**src/rtl/riscv_pkg.sv**
```systemverilog
// Shared RISC-V core definitions: datapath defaults, load funct3 encodings
// and the outstanding-load queue entry used by the writeback controller.
package riscv_pkg;

  localparam int WIDTH_DEF = 32;
  localparam int AW_DEF    = 5;

  localparam logic [2:0] F3_LB  = 3'b000;
  localparam logic [2:0] F3_LH  = 3'b001;
  localparam logic [2:0] F3_LW  = 3'b010;
  localparam logic [2:0] F3_LBU = 3'b100;
  localparam logic [2:0] F3_LHU = 3'b101;

  // One in-flight load: where it writes, how to extract it, and its byte offset
  typedef struct packed {
    logic [AW_DEF-1:0] rd;
    logic [2:0]        funct3;
    logic [1:0]        addr_lo;
  } lq_entry_t;

endpackage

```
**src/rtl/wb_load_queue.sv**
```systemverilog
// In-order FIFO of outstanding loads. Besides the head entry it exposes every
// slot with a valid bit so the ID hazard check can compare against all of them.
module wb_load_queue
  import riscv_pkg::*;
#(
  parameter int DEPTH = 2,
  parameter int PW    = $clog2(DEPTH),
  parameter int CW    = $clog2(DEPTH + 1)
) (
  input  logic            clk,
  input  logic            rst_n,
  input  logic            i_push,
  input  lq_entry_t       i_wdata,
  input  logic            i_pop,
  output lq_entry_t       o_head,
  output logic            o_full,
  output logic            o_empty,
  output logic [CW-1:0]   o_count,
  output lq_entry_t       o_entries [DEPTH],
  output logic            o_valid   [DEPTH]
);

  lq_entry_t       r_mem [DEPTH];
  logic [PW-1:0]   r_rdPtr;
  logic [PW-1:0]   r_wrPtr;
  logic [CW-1:0]   r_count;
  logic            w_push;
  logic            w_pop;
  logic [PW-1:0]   w_offs [DEPTH];

  assign o_full  = (r_count == CW'(DEPTH));
  assign o_empty = (r_count == '0);
  assign o_count = r_count;
  assign o_head  = r_mem[r_rdPtr];

  // A push into a full queue is dropped even when a pop frees a slot this cycle
  assign w_push = i_push && !o_full;
  assign w_pop  = i_pop && !o_empty;

  // Pointer and occupancy bookkeeping
  always_ff @(posedge clk or negedge rst_n) begin
    if (!rst_n) begin
      r_rdPtr <= '0;
      r_wrPtr <= '0;
      r_count <= '0;
    end else begin
      if (w_push) r_wrPtr <= r_wrPtr + 1'b1;
      if (w_pop)  r_rdPtr <= r_rdPtr + 1'b1;
      case ({w_push, w_pop})
        2'b10:   r_count <= r_count + 1'b1;
        2'b01:   r_count <= r_count - 1'b1;
        default: r_count <= r_count;
      endcase
    end
  end

  // Entry storage; contents are meaningless until marked valid, so no reset
  always_ff @(posedge clk) begin
    if (w_push) r_mem[r_wrPtr] <= i_wdata;
  end

  // A slot is live when its distance from the head is below the occupancy
  always_comb begin
    for (int i = 0; i < DEPTH; i++) begin
      w_offs[i]    = PW'(i) - r_rdPtr;
      o_entries[i] = r_mem[i];
      o_valid[i]   = (CW'(w_offs[i]) < r_count);
    end
  end

endmodule

```
**src/rtl/wb_ctrl.sv**
```systemverilog
// Writeback controller: sole writer of the integer register file. Merges ALU
// results with returning load data, extracts/extends loads, and stalls ID on
// hazards against loads still in flight.
// Optional feature macro: WB_ALIGN_CHECK_EN (misaligned-load detection).
module wb_ctrl
  import riscv_pkg::*;
#(
  parameter int WIDTH    = WIDTH_DEF,
  parameter int AW       = AW_DEF,
  parameter int LQ_DEPTH = 2
) (
  input  logic             clk,
  input  logic             rst_n,
  input  logic             ex_valid_i,
  input  logic [AW-1:0]    ex_rd_i,
  input  logic [WIDTH-1:0] ex_wdata_i,
  input  logic             ld_issue_i,
  input  logic [AW-1:0]    ld_rd_i,
  input  logic [2:0]       ld_funct3_i,
  input  logic [1:0]       ld_addr_lo_i,
  output logic             ld_full_o,
  input  logic             mem_rvalid_i,
  input  logic [WIDTH-1:0] mem_rdata_i,
  output logic             mem_rready_o,
  input  logic [AW-1:0]    id_rs1_i,
  input  logic [AW-1:0]    id_rs2_i,
  input  logic [AW-1:0]    id_rd_i,
  output logic             stall_o,
  output logic [AW-1:0]    reg_waddr_o,
  output logic [WIDTH-1:0] reg_wdata_o,
  output logic             reg_wen_o,
  output logic             ld_misalign_o
);

  localparam int CW = $clog2(LQ_DEPTH + 1);

  lq_entry_t         w_newEntry;
  lq_entry_t         w_head;
  lq_entry_t         w_entries [LQ_DEPTH];
  logic              w_valid   [LQ_DEPTH];
  logic              w_full;
  logic              w_empty;
  logic [CW-1:0]     w_count;
  logic              w_pop;
  logic [7:0]        w_byte;
  logic [15:0]       w_half;
  logic [WIDTH-1:0]  w_ldData;
  logic              w_misalign;
  logic              w_stall;
  logic [AW-1:0]     r_waddr;
  logic [WIDTH-1:0]  r_wdata;
  logic              r_wen;

  assign w_newEntry = '{rd: ld_rd_i, funct3: ld_funct3_i, addr_lo: ld_addr_lo_i};

  wb_load_queue #(.DEPTH(LQ_DEPTH)) u_lq (
    .clk       (clk),
    .rst_n     (rst_n),
    .i_push    (ld_issue_i),
    .i_wdata   (w_newEntry),
    .i_pop     (w_pop),
    .o_head    (w_head),
    .o_full    (w_full),
    .o_empty   (w_empty),
    .o_count   (w_count),
    .o_entries (w_entries),
    .o_valid   (w_valid)
  );

  // ALU results own the write port; memory holds its data until we take it
  assign mem_rready_o = !w_empty && !ex_valid_i;
  assign w_pop        = mem_rvalid_i && mem_rready_o;
  assign ld_full_o    = w_full;

  // Pick the addressed byte/halfword from the raw word and extend it
  always_comb begin
    w_byte = mem_rdata_i[{w_head.addr_lo, 3'b000} +: 8];
    w_half = mem_rdata_i[{w_head.addr_lo[1], 4'b0000} +: 16];
    case (w_head.funct3)
      F3_LB:   w_ldData = {{(WIDTH-8){w_byte[7]}}, w_byte};
      F3_LBU:  w_ldData = {{(WIDTH-8){1'b0}}, w_byte};
      F3_LH:   w_ldData = {{(WIDTH-16){w_half[15]}}, w_half};
      F3_LHU:  w_ldData = {{(WIDTH-16){1'b0}}, w_half};
      default: w_ldData = mem_rdata_i;
    endcase
  end

`ifdef WB_ALIGN_CHECK_EN
  // Halfwords need an even offset, words (and unknown types) need offset 0
  always_comb begin
    case (w_head.funct3)
      F3_LB, F3_LBU: w_misalign = 1'b0;
      F3_LH, F3_LHU: w_misalign = w_head.addr_lo[0];
      default:       w_misalign = (w_head.addr_lo != 2'b00);
    endcase
  end

  logic r_misalign;

  // One-cycle misalign pulse aligned with the suppressed write slot
  always_ff @(posedge clk or negedge rst_n) begin
    if (!rst_n) r_misalign <= 1'b0;
    else        r_misalign <= w_pop && w_misalign;
  end

  assign ld_misalign_o = r_misalign;
`else
  assign w_misalign    = 1'b0;
  assign ld_misalign_o = 1'b0;
`endif

  // Registered write port: ALU first, then an accepted load; x0 is never written
  always_ff @(posedge clk or negedge rst_n) begin
    if (!rst_n) begin
      r_waddr <= '0;
      r_wdata <= '0;
      r_wen   <= 1'b0;
    end else if (ex_valid_i) begin
      r_waddr <= ex_rd_i;
      r_wdata <= ex_wdata_i;
      r_wen   <= (ex_rd_i != '0);
    end else if (w_pop) begin
      r_waddr <= w_head.rd;
      r_wdata <= w_ldData;
      r_wen   <= (w_head.rd != '0) && !w_misalign;
    end else begin
      r_wen   <= 1'b0;
    end
  end

  assign reg_waddr_o = r_waddr;
  assign reg_wdata_o = r_wdata;
  assign reg_wen_o   = r_wen;

  // Stall ID on RAW or WAW against any live load; entries leaving this cycle still count
  always_comb begin
    w_stall = 1'b0;
    for (int i = 0; i < LQ_DEPTH; i++) begin
      if (w_valid[i] && (w_entries[i].rd != '0) &&
          ((w_entries[i].rd == id_rs1_i) || (w_entries[i].rd == id_rs2_i) ||
           (w_entries[i].rd == id_rd_i)))
        w_stall = 1'b1;
    end
  end

  assign stall_o = w_stall;

endmodule
```
**config.mk**
```make
export PLATFORM = sky130hd
export DESIGN_NAME = wb_ctrl
export DESIGN_NICKNAME = d
export VERILOG_FILES = /design/src/rtl/riscv_pkg.sv /design/src/rtl/wb_load_queue.sv /design/src/rtl/wb_ctrl.sv
export SDC_FILE = /design/constraint.sdc
export NUM_CORES = 1
export LEC_CHECK = 0
export BUFFER_PORTS_ARGS = -buffer_cell sky130_fd_sc_hd__buf_2
export CAP_MARGIN = 20
export CORE_MARGIN = 2
export CORE_UTILIZATION = 53
export CTS_BUF_LIST = sky130_fd_sc_hd__clkbuf_8 sky130_fd_sc_hd__clkbuf_16
export DETAILED_ROUTE_END_ITERATION = 12
export PLACE_DENSITY = 0.86
export SYNTH_ARGS = -nofsm -noshare
export SYNTH_HDL_FRONTEND = slang
export SYNTH_SLANG_ARGS = --single-unit
```
**constraint.sdc**
```tcl
create_clock -name clk -period 3.5 [get_ports clk]
set_input_delay 0.525 -clock clk [delete_from_list [all_inputs] [get_ports clk]]
set_output_delay 0.525 -clock clk [all_outputs]
set_load 0.005 [all_outputs]
```
==> results of run 1 <==
==> cell families (layout without fill, tap and decap cells) <==
family	after synthesis	after routing
adders and majority gates	1	1
xor gates and xnor gates	35	35
DFF	62	62
AOI/OAI and AO/OA	128	128
other	1	1
muxes	28	28
and+or+nand+nor	85	85
buffers and inverters	35	169
==> worst max-delay path by stage <==
stage                                        endpoint  depth (start not counted)                       start
after global routing      reg_wdata_o[15]$_DFFE_PN0P_                          6    u_lq.r_rdPtr$_DFFE_PN0P_
after detailed placement  reg_wdata_o[15]$_DFFE_PN0P_                          6    u_lq.r_rdPtr$_DFFE_PN0P_
after CTS                                     stall_o                          6  u_lq.r_mem[1][5]$_DFFE_PP_
final                     reg_wdata_o[15]$_DFFE_PN0P_                          6    u_lq.r_rdPtr$_DFFE_PN0P_
after floorplan           u_lq.o_count[1]$_DFFE_PN0P_                          9                  ex_valid_i
after global placement    reg_wdata_o[15]$_DFFE_PN0P_                          6    u_lq.r_rdPtr$_DFFE_PN0P_
==> metrics by stage <==
step / worst slack [ps] / total power [mW] / hold WS (ps) / utilization, %
3_3_place_gp: 1100 / 2.21 / 463 / 64.7
2_1_floorplan: 1330 / 1.87 / 229 / -
6_report: 916 / 2.89 / 308 / 67.6
3_5_place_dp: 979 / 2.26 / 474 / 64.7
4_1_cts: 960 / 2.88 / 333 / 67.6
5_1_grt: 628 / 3.07 / 358 / 67.6
==> area by class of cell <==
class                      count  area share, %
clock inverter                 6           1.18
timing repair buffer         143           16.0
inverter                      10          0.826
multi-input combinational    278           40.4
sequential                    62           36.4
tap                           80           2.20
clock buffer                  10           3.03
==> placed cells by master, fill, tap and decap left out, types with 10 or more instances in the layout <==
cell      count
buf_2       139
xnor2_1      22
nor3_1       23
mux2i_1      22
edfxtp_1     20
a221oi_1     14
inv_1        11
nor2_1       24
clkbuf_8     10
a21oi_1      78
xor2_1       13
dfrtp_1      42
==> layer usage <==
| layer | up-vias | routed length [µm] | global-route usage [%] |
|---|---|---|---|
| met4 | 0 | 412 | 15.2 |
| met5 | - | 0 | 0 |
| li1 | 1646 | - | - |
| met1 | 1644 | 4050 | 34.9 |
| met2 | 189 | 5080 | 45.7 |
| met3 | 37 | 723 | 5.33 |
==> flip-flops by register name (all words and copies together), names as in the netlist <==
| signal | flops |
|---|---|
| u_lq.r_mem | 20 |
| u_lq.r_rdPtr | 1 |
| reg_wen_o | 1 |
| reg_wdata_o | 32 |
| u_lq.r_wrPtr | 1 |
| reg_waddr_o | 5 |
| u_lq.o_count | 2 |
==> worst register-to-register path: stages (launching register included) <==
cell and delay [ps]:
dfrtp_1 950, mux2i_1 270, buf_4 250, mux2i_1 350, nor2_1 80, a2111oi_0 430, a21oi_1 120
==> power groups by stage <==
stage	Clock, mW	Sequential, mW	Combinational [mW]
floorplan	0	1.09	0.773
global placement	0	1.16	1.05
detailed placement	0	1.17	1.09
CTS	0.626	1.16	1.10
global route	0.664	1.19	1.22
finish	0.622	1.16	1.11
==> results by group, run 1 <==
Status
  – Outcome: complete, no violations

Floorplan
  – Die area: approximately 7500 µm²
  – Row count: 30
  – Die H: between 80 and 90 µm
  – Core Region: 6720 µm²
  – DIE WIDTH: a little under 90 µm
  – Starting Density: between 50% and 60%
  – Ports: ~140

Synth
  – Cell taking the most area after synthesis: dfrtp_1
  – Synth Area in Compound Gates: 21.9%
  – Syn Nets: 475
  – Yosys reg bits: between 60 and 70
  – Synth async-reset ratio: around two thirds
  – Synth unique cells: 42
  – Synthesized area: roughly 3600 µm²
  – Post-synthesis xor/xnor area fraction: roughly 8.4%
  – Multiplexer share of the synthesized area: just under 8%
  – Area share of the largest cell type after synthesis: between 20 and 30%
  – Post-synth EDFFs: 20
  – YS warnings: 0
  – Syn avg cell area: between 9 and 10 µm²
  – Synth top cells by count: a21oi_1 (78), dfrtp_1 (42), nor2_1 (24), nor3_1 (23)
  – Most common cell in the netlist: a21oi_1
  – Post-Synth Adder-Cell Area: less than 1%
  – Register area share after synthesis: between 40 and 50%
  – Largest family of logic cells by synthesized area: compound AO/OA/AOI/OAI gates
  – Synth top area cells: dfrtp_1 (29%), edfxtp_1 (17%), a21oi_1 (11%), mux2i_1 (6.1%), xnor2_1 (5.3%)
  – Dominant synthesized flop cell: dfrtp_1
  – Post-Synth Simple-Gate Area: 11.8%
  – Cells after Synth: about 380

Critical path
  – R2r endpoint: reg_wdata_o[15]$_DFFE_PN0P_
  – Reg2reg start: u_lq.r_rdPtr$_DFFE_PN0P_
  – CP Max Fanout: 24
  – R2r setup slk: ~900 ps
  – Critical Path Source Type: flip-flop
  – Path depth of the worst reg2reg path: 6
  – Crit path kind: flip-flop to flip-flop
  – CP Capture Type: flip-flop
  – Crit path DAT: 2810 ps
  – Max incr delay on CP: between 900 and 1000 ps
  – Slowest CP cell: dfrtp_1
  – Most used cell along the critical path: mux2i_1
  – WP buf/inv: 1
  – Critical-path cell list: mux2i_1 > buf_4 > mux2i_1 > nor2_1 > a2111oi_0 > a21oi_1
  – Critical path's top delay family: flip-flops
  – Required time of the critical path: 3730 ps

Detailed routing
  – Initial DRC count: about 310
  – Wire per inst: about 17 µm
  – ANT nets after route: 0
  – Vias per Instance: between 5 and 6
  – DRC errors left: 0
  – Drt total wl: between 10000 and 15000 µm
  – Vias: 3516
  – Detailed Routing Iterations Pass 1: 5

Power and ir drop
  – Pwr/cell area: between 600 and 700 nW/µm²
  – Combinational Power Share: 38.3%
  – Lkg Pwr: between 2 and 2.5 nW
  – Reg power frac: between 40% and 50%
  – Internal power: 1.79 mW
  – Clk pwr share: 21.5%
  – Switching Share: between 30 and 40%
  – Peak VDD IR: 0.384 mV
  – Sw Pwr: between 1 and 1.5 mW

Finish
  – Synth-to-layout area growth: 25.0%
  – Non-Filler Instances: between 500 and 600
  – # diodes: 0
  – Fillers: 516
  – Layout cells sized above 1: about a third
  – Area of the multi-input gates: 1840 µm²
  – Sequential cell area: ~1700 µm²
  – Design area: around 4500 µm²
  – Layout Nets: 604

Global route
  – First-pass GRT wire length: 16100 µm
  – Largest net degree at the start of global routing: 72
  – Vias in the first global route: around 3300
  – Initial antenna violation count: 0
  – GRT Total Usage: between 20% and 30%
  – Total gr overflow: 0

STA
  – Fin Setup TNS: 0 ps
  – Slew HR: 36.2%
  – Highest Clock Rate: about 0.39 GHz
  – Final hold viol count: 0
  – Final worst-path cycle share: between 70% and 80%
  – Slew at the pin closest to its max-slew limit: 953 ps
  – Final slew viol count: 0
  – Worst clock skew: ~19 ps
  – Final Setup Violations: 0
  – Tmin final: between 2000 and 3000 ps
  – Unrepaired setup endpoints after global routing: false

CTS
  – Htree depth: 3
  – TritonCTS clock tree: yes
  – Worst-path clk slew: approximately 80 ps
  – Post-CTS Resized: 0
  – Root Driver: clkbuf_8
  – CTS Sinks: between 60 and 70
  – CTS Buf Count: 9
  – Deepest clock path buffer count: 2
  – CTS Hold Bufs: 0
  – Later-pin clock latency in the skew report: approximately 360 ps
  – Post-CTS setup buffers: 0

Placed design
  – Dpl cells: about 570
  – Area post-placement: around 4400 µm²
  – Post-DP HPWL: approximately 7600 µm
  – GPL Wtd Cong: 0.935
  – IO buf count: approximately 140

Min path
  – Worst Hold Class: primary input to async pin

Run
  – Max Cap Violations: 0
Note: power is estimated with default switching activity, not from simulation.
==> inputs of run 2 (changes only) <==
Settings changed: CORE_UTILIZATION 53 to 49, PLACE_DENSITY 0.86 to 0.8.
Clock period 3.5 ns to 2.4 ns, I/O delays scaled along.
==> run 2 against run 1 <==
  * Power increased by 51%
  * Clock power increased by 58%
  * Core utilization decreased by 2.9 points
  * Register-to-register slack got worse by 620 ps
  * Clock skew decreased by 8.4 ps
  * Largest cell class unchanged
  * Highest routed layer unchanged
==> results by group, run 2 (synthesis results as in run 1) <==
Status
  – Outcome: complete, no violations (unchanged)

Power and ir drop
  – Peak VDD IR: 0.666 mV (was 0.384 mV)
  – Pwr/cell area: 936 nW/µm² (was 636 nW/µm²)
  – Lkg Pwr: 2.10 nW (was 2.03 nW)
  – Switching Share: 37.3% (was 38.0%)
  – Clk pwr share: 22.4% (was 21.5%)
  – Sw Pwr: 1.63 mW (was 1.10 mW)
  – Internal power: 2.74 mW (was 1.79 mW)
  – Reg power frac: 37.3% (was 40.2%)
  – Combinational Power Share: 40.3% (was 38.3%)
  – Final Power: 4.37 mW (was 2.89 mW)

STA
  – Final Setup Violations: 0 (unchanged)
  – Final slew viol count: 0 (unchanged)
  – Final hold viol count: 0 (unchanged)
  – Final worst-path cycle share: 96.1%
  – Worst clock skew: 10.8 ps (was 19.2 ps)
  – Slew HR: 35.3% (was 36.2%)
  – Final Worst Setup Slack: 93.9 ps (was 916 ps)
  – Slew at the pin closest to its max-slew limit: 971 ps (was 953 ps)
  – Highest Clock Rate: ~0.43 GHz
  – Fin Setup TNS: 0 ps (unchanged)
  – Tmin final: between 2000 and 2500 ps

Critical path
  – Required time of the critical path: 2040 ps (was 3730 ps)
  – Slowest CP cell: edfxtp_1 (was dfrtp_1)
  – Crit path DAT: 1950 ps (was 2810 ps)
  – Critical-path cell list: buf_4 > xnor2_1 > nand3_1 > nor3_2 > nor3_1 > o32ai_1 > buf_2 (was mux2i_1 > buf_4 > mux2i_1 > nor2_1 > a2111oi_0 > a21oi_1)
  – Critical Path Source Type: flip-flop (unchanged)
  – Max incr delay on CP: 460 ps (was 950 ps)
  – CP Max Fanout: 3 (was 24)
  – CP Capture Type: output pin (was flip-flop)
  – Crit path kind: flip-flop to output pin (was flip-flop to flip-flop)

Detailed routing
  – Drt total wl: 10800 µm (was 10300 µm)
  – Vias: 3574 (was 3516)
  – Initial DRC count: 204 (was 312)
  – Vias per Instance: 5.79 (was 5.97)
  – ANT nets after route: 0 (unchanged)
  – DRC errors left: 0 (unchanged)
  – Wire per inst: 17.5 µm (was 17.4 µm)
  – Detailed Routing Iterations Pass 1: 5 (unchanged)

Global route
  – Initial antenna violation count: 0 (unchanged)
  – GRT Total Usage: 26.4% (was 27.9%)
  – Total gr overflow: 0 (unchanged)
  – Largest net degree at the start of global routing: 71 (was 72)
  – Vias in the first global route: 3525 (was 3299)
  – First-pass GRT wire length: 17000 µm (was 16100 µm)

CTS
  – Later-pin clock latency in the skew report: 340 ps (was 360 ps)
  – CTS Buf Count: 9 (unchanged)
  – Worst-path clk slew: 70 ps (was 80 ps)
  – Htree depth: 3 (unchanged)
  – CTS Hold Bufs: 0 (unchanged)
  – CTS Sinks: 62 (unchanged)
  – Root Driver: clkbuf_8 (unchanged)
  – Deepest clock path buffer count: 2 (unchanged)
  – TritonCTS clock tree: yes (unchanged)

Floorplan
  – Row count: 31 (was 30)
  – DIE WIDTH: 90.1 µm (was 86.8 µm)
  – Die area: 8120 µm² (was 7530 µm²)
  – Die H: 90.1 µm (was 86.8 µm)
  – Core Region: 7210 µm² (was 6720 µm²)
  – Ports: 141 (unchanged)
  – Starting Density: 50.4% (was 54.1%)

Finish
  – Number of flip-flops under the largest register name: 32 (unchanged)
  – Util after Layout: 64.7% (was 67.6%)
  – Layout Nets: 613 (was 604)
  – Highest-count cells in the layout ignoring fill and taps: buf_2 (139), a21oi_1 (78), dfrtp_1 (42), nor2_1 (24), mux2i_1 (22) (was buf_2 (139), a21oi_1 (78), dfrtp_1 (42), nor2_1 (24), nor3_1 (23))
  – Most common cell after layout, fill and taps aside: buf_2 (unchanged)
  – Layout cells sized above 1: 34.2% (was 32.2%)
  – Synth-to-layout area growth: 28.5% (was 25.0%)
  – Area of the multi-input gates: 1860 µm² (was 1840 µm²)
  – Sequential cell area: 1650 µm² (unchanged)
  – Non-Filler Instances: 617 (was 589)
  – # diodes: 0 (unchanged)
  – Fillers: 630 (was 516)

Placed design
  – Dpl cells: 598 (was 573)
  – GPL Wtd Cong: 0.908 (was 0.935)
  – Post-DP HPWL: 7840 µm (was 7620 µm)
  – IO buf count: 139 (unchanged)
  – Pre-CTS setup slack: 326 ps (was 979 ps)

Run
  – Max Cap Violations: 0 (unchanged)

Min path
  – Worst Hold Class: primary input to async pin (unchanged)
-- run 2: timing repair --
action	CTS	global route
setup endpoints to repair	0	1
setup buffers	0	3
resized for setup	0	4
-- run 2: layout make-up --
class                           count  area share, %
Clock buffer                        9           2.65
Clock inverter                      7           1.74
Inverter                           10          0.804
Sequential cell                    62           35.4
Timing Repair Buffer              152           17.0
Tap cell                           99           2.65
Multi-Input combinational cell    278           39.8
-- run 2: stage by stage --
step | cell area, µm² | hold WS, ps
6_report | 4670 | 167
3_5_place_dp | 4420 | 484
3_3_place_gp | 4420 | 478
4_1_cts | 4620 | 175
2_1_floorplan | 3630 | 64.4
5_1_grt | 4670 | 190
-- run 2: routing by layer --
metal / up-vias / routed length [µm] / global-route usage (%)
met5: - / 0 / 0
met4: 0 / 299 / 9.36
met3: 34 / 977 / 8.13
met2: 214 / 5290 / 44.2
met1: 1671 / 4220 / 32.4
li1: 1655 / - / -
-- run 2: worst max-delay path: cells and delay by family, from the launching register on --
| kind | cells | cell delay [ps] |
|---|---|---|
| flops | 1 | 460 |
| compound gates | 1 | 300 |
| simple gates | 3 | 300 |
| xor+xnor | 1 | 190 |
| buf+inv | 2 | 370 |
-- run 2: worst paths after layout --
kind	end	slack, ps	cells past startpoint	start
max	stall_o	90	7	u_lq.r_mem[1][5]$_DFFE_PP_
max in group asynchronous	reg_waddr_o[2]$_DFFE_PN0P_	1620	1	rst_n
min	reg_wdata_o[30]$_DFFE_PN0P_	170	1	rst_n
min in group clk	u_lq.r_mem[1][9]$_DFFE_PP_	210	1	ld_rd_i[4]
min reg2reg	u_lq.r_wrPtr$_DFFE_PN0P_	500	1	u_lq.r_wrPtr$_DFFE_PN0P_
max reg2reg	reg_wdata_o[4]$_DFFE_PN0P_	300	5	u_lq.r_rdPtr$_DFFE_PN0P_
-- run 2: power groups by stage --
stage | clock, mW | sequential, mW | combinational [mW]
finish | 0.980 | 1.63 | 1.76
global route | 1.03 | 1.66 | 1.93
CTS | 0.993 | 1.63 | 1.71
detailed placement | 0 | 1.64 | 1.71
global placement | 0 | 1.63 | 1.66
floorplan | 0 | 1.60 | 1.13
